`src/rtl/sensor_debouncer.sv`:
```
// Two-channel synchronizer + debouncer for the barrier sensors.
// Each channel: 2-flop synchronizer, STABLE/COUNTING debounce FSM,
// registered clean level and single-cycle rise/fall pulses.
module sensor_debouncer #(
  parameter int DEBOUNCE_CYCLES = 5000
) (
  input  logic clk,
  input  logic rst,
  input  logic btn_A_raw,
  input  logic btn_B_raw,
  output logic btn_A,
  output logic btn_B,
  output logic A_rise,
  output logic A_fall,
  output logic B_rise,
  output logic B_fall,
  output logic busy
);

  localparam int CNT_W = $clog2(DEBOUNCE_CYCLES + 1);
  localparam logic [CNT_W-1:0] CNT_LAST = CNT_W'(DEBOUNCE_CYCLES - 1);
  localparam logic [CNT_W-1:0] CNT_ONE  = CNT_W'(1);

  typedef enum logic {STABLE, COUNTING} state_t;

  // Channel 0 is A, channel 1 is B.
  logic [1:0] raw;
  logic [1:0] clean;
  logic [1:0] rise;
  logic [1:0] fall;
  logic [1:0] cnt_nz;

  assign raw = {btn_B_raw, btn_A_raw};

  for (genvar g = 0; g < 2; g++) begin : g_ch
    logic           s1;
    logic           s2;
    state_t         state;
    state_t         state_nxt;
    logic [CNT_W-1:0] cnt;
    logic [CNT_W-1:0] cnt_nxt;
    logic           clean_q;
    logic           clean_nxt;
    logic           rise_q;
    logic           rise_nxt;
    logic           fall_q;
    logic           fall_nxt;

    // Two-flop synchronizer for the asynchronous raw input.
    always_ff @(posedge clk) begin
      if (!rst) begin
        s1 <= 1'b0;
        s2 <= 1'b0;
      end else begin
        s1 <= raw[g];
        s2 <= s1;
      end
    end

    // Debounce state, counter, clean level and pulse registers.
    always_ff @(posedge clk) begin
      if (!rst) begin
        state   <= STABLE;
        cnt     <= '0;
        clean_q <= 1'b0;
        rise_q  <= 1'b0;
        fall_q  <= 1'b0;
      end else begin
        state   <= state_nxt;
        cnt     <= cnt_nxt;
        clean_q <= clean_nxt;
        rise_q  <= rise_nxt;
        fall_q  <= fall_nxt;
      end
    end

    // Next-state: any disagreement-free cycle restarts, N disagreeing samples confirm.
    always_comb begin
      state_nxt = state;
      cnt_nxt   = cnt;
      clean_nxt = clean_q;
      rise_nxt  = 1'b0;
      fall_nxt  = 1'b0;
      case (state)
        STABLE: begin
          if (s2 != clean_q) begin
            state_nxt = COUNTING;
            cnt_nxt   = CNT_ONE;
          end
        end
        COUNTING: begin
          if (s2 == clean_q) begin
            state_nxt = STABLE;
            cnt_nxt   = '0;
          end else if (cnt == CNT_LAST) begin
            state_nxt = STABLE;
            cnt_nxt   = '0;
            clean_nxt = s2;
            rise_nxt  = s2;
            fall_nxt  = ~s2;
          end else begin
            cnt_nxt = cnt + CNT_ONE;
          end
        end
        default: begin
          state_nxt = STABLE;
          cnt_nxt   = '0;
        end
      endcase
    end

    assign clean[g]  = clean_q;
    assign rise[g]   = rise_q;
    assign fall[g]   = fall_q;
    assign cnt_nz[g] = (cnt != '0);
  end

  assign btn_A  = clean[0];
  assign btn_B  = clean[1];
  assign A_rise = rise[0];
  assign A_fall = fall[0];
  assign B_rise = rise[1];
  assign B_fall = fall[1];
  assign busy   = |cnt_nz;

endmodule

```
`config.mk`:
```
export PLATFORM = sky130hd
export DESIGN_NAME = sensor_debouncer
export DESIGN_NICKNAME = d
export VERILOG_FILES = /design/src/rtl/sensor_debouncer.sv
export SDC_FILE = /design/constraint.sdc
export NUM_CORES = 1
export LEC_CHECK = 0
export ABC_AREA = 0
export BUFFER_PORTS_ARGS = -buffer_cell sky130_fd_sc_hd__clkbuf_2
export CORE_MARGIN = 4
export CORE_UTILIZATION = 54
export DETAILED_ROUTE_END_ITERATION = 8
export PLACE_DENSITY = 0.86
export RECOVER_POWER = 25
export SLEW_MARGIN = 20
export SYNTH_ARGS = -nofsm -noshare
export SYNTH_HDL_FRONTEND = slang
export SYNTH_SLANG_ARGS = --single-unit
```
`constraint.sdc`:
```
create_clock -name clk -period 1.9 [get_ports clk]
set_input_delay 0.095 -clock clk [delete_from_list [all_inputs] [get_ports clk]]
set_output_delay 0.095 -clock clk [all_outputs]
set_load 0.01 [all_outputs]
```
==> impl_metrics.ini <==
[status]
status = complete, no violations

[global_route]
antenna_found_initial = 0
grt_pass1_vias = 1657
grt_first_pass_wirelength_um = 7520
grt_usage = 0.213
grt_max_degree = 22
grt_overflow = 0

[finish]
final_cell_mix = dfxtp_1, nand2_1, buf_4
final_cell_area_sq_um = 2260
fillerInstances = 276
drive_gt1_frac = 0.163
syn_to_final_growth_pct = 14.9
layout.cells.most_common = dfxtp_1
final_net_count = 266
diodes = 0

[synth]
ys.flop_type = dfxtp_1
synth_warnings = 0
synth_nets = 244
synth_cell_types = 38
async_flop_share = 0
syn_area_per_cell_sq_um = 8.34
synth_edf_count = 0
syn_inst = 236
syn_area_sq_um = 1970
synth-seq-cells = 38
synth_seq_area_share = 0.387

[worst_setup_path]
cp_data_required_time_ns = 2.15
path_class = reg2reg
cp.arrival_ns = 2.15
slowest_delay_ns = 0.62
crit_path_max_fanout = 5
crit_chain = or4_4, or4_4, o21ai_1, a21oi_1
crit_top_cell = or4_4
start_kind = flip-flop
critPathSlowestCell = or4_4
cp-end-kind = flip-flop

[power]
p_leak_nw = 0.784
power_density_nw_per_um2 = 571
switching_share = 0.249
p_total_w = 0.00129
sequentialPowerShare = 0.626
irDropWorstVdd_mv = 0.550
pwr-share-comb = 0.058
p_clk_frac = 0.316
internal_power_w = 0.000970
power_switching_w = 0.000322

[timing]
grt_setup_unrepaired = true
worstMarginPinSlew_ns = 0.536
fin_crit_sh = 0.999
min_period_ns = 1.90
hold_slack_ns = 0.0600
max_freq_ghz = 0.527
maxSlewHeadroom = 0.640
maxSlewViolCount = 0
finalClockSkew_ns = 0.00322
hold_viol = 0
setup_viol = 0
fin_tns_setup_ns = 0

[clock_network]
htreeDepth = 2
post-cts-setup-buffer-count = 0
cts_root_buffer = clkbuf_4
ctsLongestPathBuffers = 2
numCtsBuffers = 5
cts_tree = done
clk_latency_ns = 0.36
numClockSinks = 38
clk_pin_slew_worst_paths_ns = 0.11

[floorplanning]
start_util = 0.576
fp.coreArea_sq_um = 3420
die_area_sq_um = 4670
io_pins = 11
die_w_um = 68.4
rows = 21
die_h_um = 68.4

[detailed_routing]
drcViolationCount = 0
vias = 1922
routed_wl_um = 4790
viasPerCell = 6.32
drt_pass1_iterations = 5
dr.first_iter.drc_count = 152
antenna_left = 0
avgRoutedWirePerCell_um = 15.8

[run]
max_cap_violations = 0

[placed_design]
place.gp.congestion = 0.855
placed_area_sq_um = 2120
port_buffers = 10
dpl.hpwl_um = 3110

[min_path]
holdCritPathClass = in2reg
[cells by family after synthesis]
group / Yosys count / synth area share
simple gates: 113 / 0.328
compound gates: 49 / 0.168
flops: 38 / 0.387
buf+inv: 24 / 0.0553
xor+xnor: 6 / 0.0267
fa+ha+maj: 4 / 0.0254
mux: 2 / 0.0102
[synthesized netlist by cell type (3+ instances only)]
master	n	area (sq um)
dfxtp_1	38	761
nand2_1	22	82.6
nand3_1	16	80.1
a31oi_1	15	93.8
clkbuf_1	12	45.0
nand4_1	11	68.8
and2_1	10	62.6
and3_1	10	62.6
nor4_1	10	62.6
o21ai_0	10	50.1
nor2_1	9	33.8
inv_1	8	30.0
a41oi_1	7	61.3
nand4b_1	5	43.8
nor3b_1	5	37.5
xor2_1	5	43.8
a21oi_1	4	20.0
ha_1	4	50.1
nand3b_1	3	22.5
nor3_1	3	15.0
o211ai_1	3	22.5
[power groups by stage]
| stage | registers (W) | clock network [W] | logic [W] |
|---|---|---|---|
| after global routing | 0.000810 | 0.000466 | 0.0000827 |
| after CTS | 0.000810 | 0.000415 | 0.0000716 |
| final | 0.000809 | 0.000408 | 0.0000747 |
| after detailed placement | 0.000828 | 0 | 0.0000679 |
| after global placement | 0.000828 | 0 | 0.0000661 |
| after floorplan | 0.000827 | 0 | 0.0000413 |
[area by class of cell]
| type | instances | area (sq um) | area share |
|---|---|---|---|
| Inverter | 9 | 33.8 | 0.0149 |
| Clock inverter | 1 | 7.51 | 0.00332 |
| Sequential cell | 38 | 766 | 0.338 |
| Multi-Input combinational cell | 176 | 1170 | 0.519 |
| Timing Repair Buffer | 28 | 183 | 0.0808 |
| Tap cell | 46 | 57.6 | 0.0254 |
| Clock buffer | 6 | 41.3 | 0.0183 |
[worst paths after layout]
kind / from / end / slack (ns) / cells past startpoint
max reg2reg: g_ch[0].cnt[11]$_SDFFE_PN0P_ / btn_A$_SDFFE_PN0P_ / 0.001 / 4
max: g_ch[0].cnt[11]$_SDFFE_PN0P_ / btn_A$_SDFFE_PN0P_ / 0.001 / 4
min reg2reg: g_ch[1].s1$_SDFF_PN0_ / g_ch[1].s2$_SDFF_PN0_ / 0.44 / 1
min: rst / g_ch[1].s2$_SDFF_PN0_ / 0.06 / 2
[worst max-delay path, delay by kind of cell (launching register included)]
| family | cells | cell delay [ns] |
|---|---|---|
| DFF | 1 | 0.36 |
| AOI/OAI and AO/OA | 2 | 0.26 |
| and+or+nand+nor | 2 | 1.17 |
[per-stage QoR]
step / util / setup slack [ns] / cells
after floorplan: - / 0.0174 / 236
after global placement: 0.621 / 0.0564 / 293
after detailed placement: 0.621 / 0.00739 / 293
after CTS: 0.641 / 0.0119 / 302
after global routing: 0.662 / -0.0437 / 304
final: 0.662 / 0.000993 / 304
[flip-flops by register name, indices dropped and copies added, names as in the netlist]
signal,cells
g_ch.cnt,26
g_ch.s1,2
g_ch.s2,2
g_ch.state,2
A_fall,1
A_rise,1
B_fall,1
B_rise,1
btn_A,1
btn_B,1
[layer usage]
layer  up-vias  global-route usage  wire length [um]
met1       909               0.265              2110
met5         -                   0                 0
met4         0              0.0918                50
met3         5              0.0443               234
met2        66               0.353              2400
li1        942                   -                 -
[timing repair]
action                                  4_1_cts  5_1_grt
gates resized for setup                       1       13
pin swaps                                     0        7
hold buffers                                  2        0
cloned                                        0        2
endpoints found under the hold margin         2        0
endpoints found under the setup margin        1       13
Note: power is estimated with default switching activity, not from simulation.
